## config.mk

```make
export PLATFORM = sky130hd
export DESIGN_NAME = lsu_dmem_ctrl_flat
export DESIGN_NICKNAME = d
export VERILOG_FILES = /design/src/rtl/lsu_dmem_ctrl_if.sv /design/src/rtl/lsu_dmem_ctrl.sv /design/src/flat_wrapper.sv
export SDC_FILE = /design/constraint.sdc
export NUM_CORES = 1
export LEC_CHECK = 0
export BUFFER_PORTS_ARGS = -buffer_cell sky130_fd_sc_hd__clkbuf_2
export CORE_MARGIN = 5
export CORE_UTILIZATION = 52
export DETAILED_ROUTE_END_ITERATION = 10
export PLACE_DENSITY = 0.88
export SLEW_MARGIN = 20
export SYNTH_ARGS = -nofsm -noshare
export SYNTH_HDL_FRONTEND = slang
export SYNTH_SLANG_ARGS = --single-unit
```

## constraint.sdc

```tcl
create_clock -name i_clock -period 2.2 [get_ports i_clock]
set_input_delay 0.22 -clock i_clock [delete_from_list [all_inputs] [get_ports i_clock]]
set_output_delay 0.22 -clock i_clock [all_outputs]
set_load 0.05 [all_outputs]
```

## src/rtl/lsu_dmem_ctrl_if.sv

```systemverilog
// Request/response and data-memory signals of the load/store unit, grouped as one bundle.
// The master modport is the LSU's view; the slave modport is the pipeline/memory side.
interface lsu_dmem_ctrl_if #(
    parameter int NB_DATA = 32,
    parameter int NB_ADDR = 32
);
    logic               i_req_valid;
    logic               o_req_ready;
    logic               i_req_we;
    logic [2:0]         i_req_funct3;
    logic [NB_ADDR-1:0] i_req_addr;
    logic [NB_DATA-1:0] i_req_wdata;
    logic               o_rsp_valid;
    logic [NB_DATA-1:0] o_rsp_rdata;
    logic               o_rsp_error;
    logic [NB_ADDR-1:0] o_dmem_address;
    logic               o_dmem_wr_enable;
    logic [NB_DATA-1:0] o_dmem_wr_data;
    logic [NB_DATA-1:0] i_dmem_rd_data;

    modport master (
        input  i_req_valid, i_req_we, i_req_funct3, i_req_addr, i_req_wdata, i_dmem_rd_data,
        output o_req_ready, o_rsp_valid, o_rsp_rdata, o_rsp_error,
        output o_dmem_address, o_dmem_wr_enable, o_dmem_wr_data
    );

    modport slave (
        output i_req_valid, i_req_we, i_req_funct3, i_req_addr, i_req_wdata, i_dmem_rd_data,
        input  o_req_ready, o_rsp_valid, o_rsp_rdata, o_rsp_error,
        input  o_dmem_address, o_dmem_wr_enable, o_dmem_wr_data
    );
endinterface

```

## src/rtl/lsu_dmem_ctrl.sv

```systemverilog
// RV32I load/store initiator: word-aligned dmem access, read-modify-write for SB/SH, load extension.
// Optional macro LSU_DMEM_ERR_CNT_EN adds a saturating error-response counter o_err_count.
module lsu_dmem_ctrl #(
    parameter int NB_DATA = 32,
    parameter int NB_ADDR = 32
) (
    input  logic                i_clock,
    input  logic                i_reset_n,
    lsu_dmem_ctrl_if.master     bus
`ifdef LSU_DMEM_ERR_CNT_EN
    ,
    output logic [15:0]         o_err_count
`endif
);
    typedef enum logic [1:0] {IDLE, ACCESS, MERGE_WR, RESP} state_e;

    state_e             state_q, state_d;
    logic [1:0]         addr_q, addr_d;
    logic               we_q, we_d;
    logic [2:0]         funct3_q, funct3_d;
    logic [NB_DATA-1:0] wdata_q, wdata_d;
    logic [NB_ADDR-1:0] daddr_q, daddr_d;
    logic [NB_DATA-1:0] merged_q, merged_d;
    logic [NB_DATA-1:0] rdata_q, rdata_d;
    logic               error_q, error_d;

    logic               req_legal;
    logic               req_misal;
    logic [7:0]         byte_sel;
    logic [15:0]        half_sel;
    logic [NB_DATA-1:0] load_ext;
    logic [NB_DATA-1:0] merge_word;

    always_comb begin
        req_legal = 1'b0;
        req_misal = 1'b0;
        case (bus.i_req_funct3)
            3'b000:         req_legal = 1'b1;
            3'b001: begin
                req_legal = 1'b1;
                req_misal = bus.i_req_addr[0];
            end
            3'b010: begin
                req_legal = 1'b1;
                req_misal = |bus.i_req_addr[1:0];
            end
            3'b100, 3'b101: begin
                req_legal = !bus.i_req_we;
                req_misal = bus.i_req_funct3[0] & bus.i_req_addr[0];
            end
            default: ;
        endcase
    end

    // Load lane selection and sign/zero extension (funct3[2] set means unsigned).
    always_comb begin
        byte_sel = 8'h00;
        case (addr_q)
            2'd0:    byte_sel = bus.i_dmem_rd_data[7:0];
            2'd1:    byte_sel = bus.i_dmem_rd_data[15:8];
            2'd2:    byte_sel = bus.i_dmem_rd_data[23:16];
            default: byte_sel = bus.i_dmem_rd_data[31:24];
        endcase
        half_sel = addr_q[1] ? bus.i_dmem_rd_data[31:16] : bus.i_dmem_rd_data[15:0];
        case (funct3_q[1:0])
            2'b00:   load_ext = {{24{byte_sel[7] & ~funct3_q[2]}}, byte_sel};
            2'b01:   load_ext = {{16{half_sel[15] & ~funct3_q[2]}}, half_sel};
            default: load_ext = bus.i_dmem_rd_data;
        endcase
    end

    // Per-lane merge for SB/SH: SH writes wdata[15:0] into the half picked by addr[1].
    generate
        for (genvar gi = 0; gi < 4; gi++) begin : g_lane
            localparam logic [1:0] LANE = gi[1:0];
            logic lane_hit;
            assign lane_hit = funct3_q[0] ? (addr_q[1] == LANE[1]) : (addr_q == LANE);
            assign merge_word[gi*8 +: 8] = !lane_hit ? bus.i_dmem_rd_data[gi*8 +: 8] :
                                           funct3_q[0] ? wdata_q[(gi%2)*8 +: 8] : wdata_q[7:0];
        end
    endgenerate

    always_comb begin
        state_d  = state_q;
        addr_d   = addr_q;
        we_d     = we_q;
        funct3_d = funct3_q;
        wdata_d  = wdata_q;
        daddr_d  = daddr_q;
        merged_d = merged_q;
        rdata_d  = rdata_q;
        error_d  = error_q;
        case (state_q)
            IDLE: begin
                if (bus.i_req_valid) begin
                    addr_d   = bus.i_req_addr[1:0];
                    we_d     = bus.i_req_we;
                    funct3_d = bus.i_req_funct3;
                    wdata_d  = bus.i_req_wdata;
                    if (!req_legal || req_misal) begin
                        error_d = 1'b1;
                        state_d = RESP;
                    end else begin
                        daddr_d = {bus.i_req_addr[NB_ADDR-1:2], 2'b00};
                        state_d = ACCESS;
                    end
                end
            end
            ACCESS: begin
                if (!we_q) begin
                    rdata_d = load_ext;
                    state_d = RESP;
                end else if (funct3_q[1]) begin
                    state_d = RESP;
                end else begin
                    merged_d = merge_word;
                    state_d  = MERGE_WR;
                end
            end
            MERGE_WR: state_d = RESP;
            default: begin
                rdata_d = '0;
                error_d = 1'b0;
                state_d = IDLE;
            end
        endcase
    end

    always_ff @(posedge i_clock or negedge i_reset_n) begin
        if (!i_reset_n) begin
            state_q  <= IDLE;
            addr_q   <= '0;
            we_q     <= 1'b0;
            funct3_q <= '0;
            wdata_q  <= '0;
            daddr_q  <= '0;
            merged_q <= '0;
            rdata_q  <= '0;
            error_q  <= 1'b0;
        end else begin
            state_q  <= state_d;
            addr_q   <= addr_d;
            we_q     <= we_d;
            funct3_q <= funct3_d;
            wdata_q  <= wdata_d;
            daddr_q  <= daddr_d;
            merged_q <= merged_d;
            rdata_q  <= rdata_d;
            error_q  <= error_d;
        end
    end

    assign bus.o_req_ready      = (state_q == IDLE);
    assign bus.o_rsp_valid      = (state_q == RESP);
    assign bus.o_rsp_rdata      = rdata_q;
    assign bus.o_rsp_error      = error_q;
    assign bus.o_dmem_address   = daddr_q;
    assign bus.o_dmem_wr_enable = ((state_q == ACCESS) && we_q && funct3_q[1]) || (state_q == MERGE_WR);
    assign bus.o_dmem_wr_data   = (state_q == MERGE_WR) ? merged_q :
                                  (state_q == ACCESS)   ? wdata_q  : '0;

`ifdef LSU_DMEM_ERR_CNT_EN
    logic [15:0] err_cnt_q;

    always_ff @(posedge i_clock or negedge i_reset_n) begin
        if (!i_reset_n) begin
            err_cnt_q <= '0;
        end else if ((state_q == RESP) && error_q && (err_cnt_q != 16'hFFFF)) begin
            err_cnt_q <= err_cnt_q + 16'd1;
        end
    end

    assign o_err_count = err_cnt_q;
`endif
endmodule

```

## src/flat_wrapper.sv

```systemverilog
// flat-port wrapper written by rule: the top's interface ports become plain ports
module lsu_dmem_ctrl_flat 
#(
    parameter int NB_DATA = 32,
    parameter int NB_ADDR = 32
)
  (i_clock, i_reset_n, bus_i_req_valid, bus_i_req_we, bus_i_req_funct3, bus_i_req_addr, bus_i_req_wdata, bus_i_dmem_rd_data, bus_o_req_ready, bus_o_rsp_valid, bus_o_rsp_rdata, bus_o_rsp_error, bus_o_dmem_address, bus_o_dmem_wr_enable, bus_o_dmem_wr_data);
  lsu_dmem_ctrl_if #(.NB_DATA(NB_DATA), .NB_ADDR(NB_ADDR)) bus_i ();
  input  logic i_clock;
  input  logic i_reset_n;
  input wire logic [$bits(bus_i.i_req_valid)-1:0] bus_i_req_valid;
  input wire logic [$bits(bus_i.i_req_we)-1:0] bus_i_req_we;
  input wire logic [$bits(bus_i.i_req_funct3)-1:0] bus_i_req_funct3;
  input wire logic [$bits(bus_i.i_req_addr)-1:0] bus_i_req_addr;
  input wire logic [$bits(bus_i.i_req_wdata)-1:0] bus_i_req_wdata;
  input wire logic [$bits(bus_i.i_dmem_rd_data)-1:0] bus_i_dmem_rd_data;
  output wire logic [$bits(bus_i.o_req_ready)-1:0] bus_o_req_ready;
  output wire logic [$bits(bus_i.o_rsp_valid)-1:0] bus_o_rsp_valid;
  output wire logic [$bits(bus_i.o_rsp_rdata)-1:0] bus_o_rsp_rdata;
  output wire logic [$bits(bus_i.o_rsp_error)-1:0] bus_o_rsp_error;
  output wire logic [$bits(bus_i.o_dmem_address)-1:0] bus_o_dmem_address;
  output wire logic [$bits(bus_i.o_dmem_wr_enable)-1:0] bus_o_dmem_wr_enable;
  output wire logic [$bits(bus_i.o_dmem_wr_data)-1:0] bus_o_dmem_wr_data;
  assign bus_i.i_req_valid = bus_i_req_valid;
  assign bus_i.i_req_we = bus_i_req_we;
  assign bus_i.i_req_funct3 = bus_i_req_funct3;
  assign bus_i.i_req_addr = bus_i_req_addr;
  assign bus_i.i_req_wdata = bus_i_req_wdata;
  assign bus_i.i_dmem_rd_data = bus_i_dmem_rd_data;
  assign bus_o_req_ready = bus_i.o_req_ready;
  assign bus_o_rsp_valid = bus_i.o_rsp_valid;
  assign bus_o_rsp_rdata = bus_i.o_rsp_rdata;
  assign bus_o_rsp_error = bus_i.o_rsp_error;
  assign bus_o_dmem_address = bus_i.o_dmem_address;
  assign bus_o_dmem_wr_enable = bus_i.o_dmem_wr_enable;
  assign bus_o_dmem_wr_data = bus_i.o_dmem_wr_data;
  lsu_dmem_ctrl #(.NB_DATA(NB_DATA), .NB_ADDR(NB_ADDR)) u_core (.i_clock(i_clock), .i_reset_n(i_reset_n), .bus(bus_i));
endmodule
```

; After elaboration in Yosys (flattened, before gate mapping)
; Index checks and enable logic that the tools add are counted.
[classes]
add_sub_neg = 0
mul = 0
n_div = 0
magnitude_cmp = 0
eq_ne = 14
shift = 0
n_mux = 26
n_bitwise = 9
reduce_logical = 20
[ops]
columns = op, count
row1 = $pmux 32 s2, 2
row2 = $mux 32, 3
row3 = $mux 8, 5
row4 = $pmux 8 s3, 1
row5 = $mux 16, 1
row6 = $reduce_and 3->1, 3
row7 = $eq 2x2->1 const B, 4
row8 = $reduce_or 2->1, 4
row9 = $mux 1, 7
row10 = $eq 2x1->1 const B, 3
row11 = $eq 3x3->1 const B, 2
row12 = $logic_not 2->1, 3
row13 = $mux 2, 3
row14 = $not 1->1, 6
row15 = $pmux 2 s3, 1
row16 = $ne 2x2->1 const B, 2
row17 = $pmux 1 s2, 2
row18 = $reduce_and 2->1, 2
row19 = $and 1x1->1, 3
row20 = $eq 3x1->1 const B, 1
row21 = $eq 3x2->1 const B, 1
row22 = $logic_not 3->1, 1
row23 = $pmux 1 s3, 1
row24 = $reduce_or 3->1, 1
row25 = other kinds (4), 7
[word_totals]
register_bits = 135
latchBits = 0
ramBits = 0
mem_bits_ro = 0
in_bits = 103
out_inout_bits = 100
mem_count = 0

; Longest topological paths before layout
; Gate-level depths: netlist (run 1).
[depth]
ltp_word = 8
mapped_depth = 8
mapped_depth_nobuf = 6

; Worst setup path after synthesis (run 1)
; No wires, ideal clock.
[synth_path]
kind = reg2out
from = register u_core.state_q[1]
to = output bus_o_dmem_wr_data[10]
arrival_ps = 2229
required_ps = 1980
setup_slack_ps = -249
path_stages_with_launch = 7
path_buffers = 2
cell_sequence = dfrtp_1 inv_1 ha_1 buf_2 clkbuf_1 nand2_1 o21ai_0
[synth_between]
elab_chain_len = 3
word_cells_on_any_way = 4
[synth_rtl]
columns = item, line
row1 = from (decl), lsu_dmem_ctrl.sv:17  ; state_e state_q, state_d;
row2 = from (signal assigned), lsu_dmem_ctrl.sv:141  ; state_q <= state_d;
row3 = $eq 2x1->1, lsu_dmem_ctrl.sv:160  ; (state_q == ACCESS) ? wdata_q : '0;
row4 = $mux 32, lsu_dmem_ctrl.sv:160
row5 = $mux 32 *, lsu_dmem_ctrl.sv:159  ; assign bus.o_dmem_wr_data = (state_q == MERGE_WR) ? merged_q :
row6 = to (decl), flat_wrapper.sv:23  ; output wire logic [$bits(bus_i.o_dmem_wr_data)-1:0] bus_o_dmem_wr_data;
; Mark *: on every way between the ends. The rest lies on a longest branch, timed or not.

; Final worst setup path (run 1)
[layout_path]
from = register u_core.state_q[0]
to = output bus_o_dmem_wr_data[25]
; The elaborated chain is that of the path after synthesis.

==> reports/qor.yml, run 1 <==
cells_and_area:
  area_growth_pct: 31.8
  n_antenna_cell: 0
  final_cell_mix: "clkbuf_2, dfrtp_1, nand2_1"
  layout_commonest_cell: "clkbuf_2"
  drive_gt1_share_pct: 42.7
  fillers: 902
  nNetsFinal: 900
  utilization_pct: 69.8
pwr:
  power_frac_clock_pct: 17.9
  p_sw_uw: 8190
  p_total_uw: 17200
  swShare_pct: 47.6
  leakagePower_uw: 0.00440
  irDropWorstVdd_mv: 1.05
  power_density_mw_per_mm2: 1960
  pwr-share-seq_pct: 27.1
  intPower_uw: 9010
  pwr-share-comb_pct: 55.0
setup_path:
  critPathCaptureType: "output pin"
  cp_num_buf_inv: 3
  worst-endpoint-arrival_ns: 1.91
  path_class: "reg -> out"
  cp_top_family: "buffers and inverters"
  timing.critical_path.cells: "inv_1 -> ha_4 -> nor2b_4 -> buf_4 -> a22o_1 -> clkbuf_8"
  max_stage_delay_ns: 0.43
  r2r_start: "u_core.state_q[0]"
  cp.required_ns: 1.98
  r2r_slack_ns: 0.16
  slowest_stage: "dfrtp_1"
  timing.critical_path.from: "u_core.state_q[0]"
  start_kind: "flop"
  cp_max_fo: 9
synth:
  synth.cell_area_mm2: 0.00666
  synth.distinct_cells: 46
  ys_warn_count: 0
  ys.flop_type: "dfrtp_1"
  synth-seq-cells: 135
  syn_inst: 600
  synth_seq_area_share_pct: 50.7
  syn_area_per_cell_um2: 11.1
  synth_edf_count: 0
  synth-async-reset-ratio_pct: 100
timing:
  slew_violations: 0
  skew_ns: 0.00954
  finalHoldViolCount: 0
  finalSetupViolations: 0
  fin_crit_ns: 2.13
  maxSlewHeadroom_pct: 60.0
  period_share_pct: 97.0
  fmaxAchievable_ghz: 0.469
  worst_pin_slew_ns: 0.600
floorplan:
  initial_core_util_pct: 53.0
  die_h_um: 123
  die_area_mm2: 0.0152
  die_w_um: 123
  core-area_mm2: 0.0126
  core.rowCount: 41
  pin_count: 203
clocking:
  cts_sinks: 135
  root_buffer: "clkbuf_16"
  clock_latency_ns: 0.42
  cts_made_buffers: 17
  cts_buffer_depth: 2
  post_cts_buffers: 0
  h-tree-depth: 4
  path_clk_slew_ns: 0.06
  cts_tree: "done"
routing:
  drt-total-wl_mm: 19.5
  drc_errors: 0
  wl_per_cell_um: 20.0
  dr.pass1.iters: 6
  antenna_left: 0
  post_drt_via_cell_ratio: 5.78
  vias: 5654
  drtIter0Drc: 540
flow_run:
  maxCapViolCount: 0
grt:
  grt_max_degree: 65
  grt_use_total_pct: 25.8
  antenna_found_initial: 0
  grt-ovfl-total: 0
  grt_pass1_vias: 5438
  grt_pass1_wl_mm: 29.7
worst_hold_path:
  hp-start: "bus_i_req_addr[9]"
  hp-class: "in -> reg"
placed_design:
  routabilityCongestion: 0.862
  port_buffers: 200
  place_hpwl_mm: 14.0
status:
  status: "finished, final reports clean"
-- synth_stat cells (2+ instances only) --
master,instances,area share [%]
nand2_1,88,5.0
mux2_4,30,6.8
a221o_1,18,2.7
ha_1,4,0.75
a32o_1,8,1.2
o21ai_1,5,0.38
buf_4,2,0.23
a22o_1,20,2.6
nor2b_1,3,0.28
nand2b_1,3,0.28
mux2_2,47,7.9
nor3b_1,7,0.79
clkbuf_2,2,0.15
dfrtp_1,135,51
buf_1,3,0.17
a32oi_1,6,0.79
inv_1,5,0.28
o21ai_0,56,4.2
a211o_1,8,1.1
mux2i_1,24,3.6
a21oi_1,28,2.1
buf_2,15,1.1
clkbuf_1,27,1.5
o31ai_1,7,0.79
nor2_1,26,1.5
buf_6,3,0.51
-- cell type report --
cell class | count | area [um2] | share of cell area [%]
tap | 172 | 215 | 2.45
clock inverter | 13 | 191 | 2.18
multi-input combinational | 409 | 3060 | 34.9
clock buffer | 19 | 453 | 5.16
timing repair buffer | 225 | 1460 | 16.7
inverter | 5 | 18.8 | 0.214
sequential | 135 | 3380 | 38.5
-- final timing paths --
kind                       depth (start not counted)                       endpoint
setup / recovery                                   6         bus_o_dmem_wr_data[25]
setup reg to reg                                   6  u_core.bus.o_dmem_address[11]
hold / removal                                     2   u_core.bus.o_dmem_address[9]
hold reg to reg                                    2            u_core.merged_q[12]
min in group asynchronous                          2     u_core.bus.o_rsp_rdata[28]
max in group asynchronous                          3  u_core.bus.o_dmem_address[22]
-- repair_timing --
action,CTS,global route
setup endpoints to repair,25,31
pin swaps,0,0
hold buffers,1,0
gates resized for setup,20,25
hold endpoints to repair,48,0
cloned,0,1
-- per-stage QoR --
step	std cells	TNS [ns]	hold WS [ns]	setup WS [ns]	cell area, um2
floorplan	601	-1.43	-0.0756	-0.249	6670
global route	978	-0.0424	0.0208	-0.0102	8780
detailed placement	944	0	0.193	0.248	8020
finish	978	0	0.0281	0.0656	8780
CTS	977	0	0.0204	0.000772	8720
global placement	944	0	0.187	0.294	8020
-- power groups by stage --
stage	clock network (uW)	registers, uW	logic, uW
final	3080	4670	9450
after global routing	3220	4800	9990
after CTS	3100	4630	9360
after detailed placement	0	4630	9200
after global placement	0	4600	9010
after floorplan	0	6110	5070
-- state kept, by name, indices dropped and copies added (netlist names) --
register,count
u_core.addr_q,2
u_core.bus.o_dmem_address,30
u_core.bus.o_rsp_error,1
u_core.bus.o_rsp_rdata,32
u_core.funct3_q,3
u_core.merged_q,32
u_core.state_q,2
u_core.wdata_q,32
u_core.we_q,1
-- per-layer routing --
layer	wire, um	up-vias	part of all wire (%)	GRT usage (%)
li1	-	2560	-	-
met1	7650	2778	39	34.0
met2	9640	282	49	40.9
met3	1860	34	9.5	7.82
met4	395	0	2.0	8.65
met5	0	-	0	0
-- logic make-up after synthesis --
| group | count (synthesis) | synth area share [%] |
|---|---|---|
| AO/OA/AOI/OAI | 167 | 17.2 |
| flip-flops | 135 | 50.7 |
| adder cells (fa/ha/maj) | 4 | 0.751 |
| buffers and inverters | 57 | 3.98 |
| AND/OR/NAND/NOR | 134 | 8.77 |
| other | 1 | 0.0563 |
| multiplexers | 102 | 18.5 |
-- worst register-to-register path, delay by kind of cell, from the launching register on --
family          cells  cell delay (ns)
mux                 1             0.37
flops               1             0.43
simple gates        1             0.13
compound gates      1             0.21
fa+ha+maj           1             0.33
buf+inv             2             0.45
Note: power is estimated with default switching activity, not from simulation.
==> run 2: changes to the inputs <==
--- a/config.mk
+++ b/config.mk
@@ -10,6 +10,7 @@
 export CORE_UTILIZATION = 52
 export DETAILED_ROUTE_END_ITERATION = 10
 export PLACE_DENSITY = 0.88
+export RECOVER_POWER = 100
 export SLEW_MARGIN = 20
 export SYNTH_ARGS = -nofsm -noshare
 export SYNTH_HDL_FRONTEND = slang
==> run 2 against run 1 <==
Net effect: total power shrank 3.6%; sequential share of layout area grew 1.3 points; combinational power down 6.2%; critical path depth unchanged; worst setup slack worse by 0.0046 ns; count of clock-buffer cells in the layout is the same; global-route usage unchanged; critical endpoint is now bus_o_dmem_wr_data[3].
==> reports/qor.yml, run 2 (synthesis gave the netlist of run 1 again) <==
status:
  status: "finished, final reports clean"
pwr:
  swShare_pct: 49.0
  p_sw_uw: 8120
  power_density_mw_per_mm2: 1950
  leakagePower_uw: 0.00402
  intPower_uw: 8460
  pwr-share-seq_pct: 28.0
  pwr-share-comb_pct: 53.4
  irDropWorstVdd_mv: 0.999
  power_frac_clock_pct: 18.5
grt:
  grt_max_degree: 65
  grt_use_total_pct: 25.8
  grt_pass1_vias: 5438
  antenna_found_initial: 0
  grt-ovfl-total: 0
  grt_pass1_wl_mm: 29.7
floorplan:
  core.rowCount: 41
  die_h_um: 123
  die_w_um: 123
  pin_count: 203
  die_area_mm2: 0.0152
  core-area_mm2: 0.0126
  initial_core_util_pct: 53.0
cells_and_area:
  nNetsFinal: 900
  stdcell_count: 978
  fin_area_mm2: 0.00850
  final_cell_mix: "dfrtp_1, clkbuf_2, nand2_1"
  drive_gt1_share_pct: 31.0
  utilization_pct: 67.6
  layout_commonest_cell: "dfrtp_1"
  area_growth_pct: 27.6
  n_antenna_cell: 0
setup_path:
  cp_max_fo: 41
  start_kind: "flop"
  critPathCaptureType: "output pin"
  worst-endpoint-arrival_ns: 1.92
  path_class: "reg -> out"
  cp.required_ns: 1.98
timing:
  holdWs_ns: 0.0180
  worst_pin_slew_ns: 1.29
  fin_crit_ns: 2.14
  period_share_pct: 97.2
  maxSlewHeadroom_pct: 13.9
  fmaxAchievable_ghz: 0.468
  finalHoldViolCount: 0
  skew_ns: 0.00852
  slew_violations: 0
  finalSetupViolations: 0
  setup_ws_ns: 0.0610
placed_design:
  routabilityCongestion: 0.862
  dp_cells: 944
  place_hpwl_mm: 14.0
  dpl_cell_area_mm2: 0.00802
  port_buffers: 200
  place_ws_ns: 0.248
routing:
  drc_errors: 0
  antenna_left: 0
  drt-total-wl_mm: 19.5
  dr.pass1.iters: 6
  vias: 5640
  drtIter0Drc: 516
  post_drt_via_cell_ratio: 5.77
  wl_per_cell_um: 19.9
clocking:
  cts_sinks: 135
  cts_made_buffers: 17
  root_buffer: "clkbuf_16"
  cts_buffer_depth: 2
  path_clk_slew_ns: 0.06
  h-tree-depth: 4
  cts_tree: "done"
  clock_latency_ns: 0.42
worst_hold_path:
  hp-class: "in -> reg"
flow_run:
  maxCapViolCount: 0
run 2: changes by cell type in the layout (fill, tap and decap cells not counted), moves of 4 or more:
cell,change
mux2_4,-29
buf_4,-11
buf_12,-4
clkbuf_2,-54
mux2_1,+29
clkbuf_1,+65
clkbuf_4,+4
run 2: path summary, 6_finish.rpt:
| kind | start | endpoint | slack, ns | depth (start not counted) |
|---|---|---|---|---|
| min reg2reg | u_core.merged_q[12] | u_core.merged_q[12] | 0.49 | 2 |
| min | bus_i_req_addr[25] | u_core.bus.o_dmem_address[25] | 0.02 | 2 |
| min in group asynchronous | i_reset_n | u_core.bus.o_rsp_rdata[28] | 0.64 | 2 |
| max in group asynchronous | i_reset_n | u_core.bus.o_dmem_address[11] | 0.35 | 3 |
| max reg2reg | u_core.state_q[0] | u_core.wdata_q[2] | 0.14 | 5 |
| max | u_core.state_q[0] | bus_o_dmem_wr_data[3] | 0.06 | 6 |
run 2: per-layer routing:
metal	GRT usage, %	up-vias	routed length, um
li1	-	2559	-
met5	0	-	0
met4	8.65	0	433
met3	7.82	44	1780
met2	40.9	275	9570
met1	34.0	2762	7690
run 2: layout make-up:
cell class	instances	area, um2
clock buffer	19	453
timing repair buffer	225	1300
clock inverter	13	191
fill	976	4070
tap	172	215
sequential	135	3380
inverter	5	18.8
multi-input combinational	409	2950
run 2: power groups by stage:
stage	Clock, uW	Sequential, uW	Combinational, uW
after floorplan	0	6110	5070
after global placement	0	4600	9010
after detailed placement	0	4630	9200
after CTS	3100	4630	9360
after global routing	3220	4780	9390
final	3080	4650	8860
run 2: worst max-delay path, cell delays in order, from the launching register on:
cell      delay [ns]
dfrtp_1         0.43
inv_1           0.15
ha_4            0.22
buf_12          0.22
nand2_1         0.08
o21ai_1         0.09
clkbuf_2        0.30
run 2: repair_timing:
action / in CTS / in global routing
gates cloned: 0 / 1
endpoints found under the setup margin: 25 / 31
hold buffers: 1 / 0
setup buffers: 0 / 0
resized for setup: 20 / 25
endpoints found under the hold margin: 48 / 0
pin swaps: 0 / 0
run 2: metrics by stage:
stage	total power (uW)	TNS (ns)
5_1_grt	17400	-0.0429
2_1_floorplan	11200	-1.43
3_5_place_dp	13800	0
6_report	16600	0
3_3_place_gp	13600	0
4_1_cts	17100	0
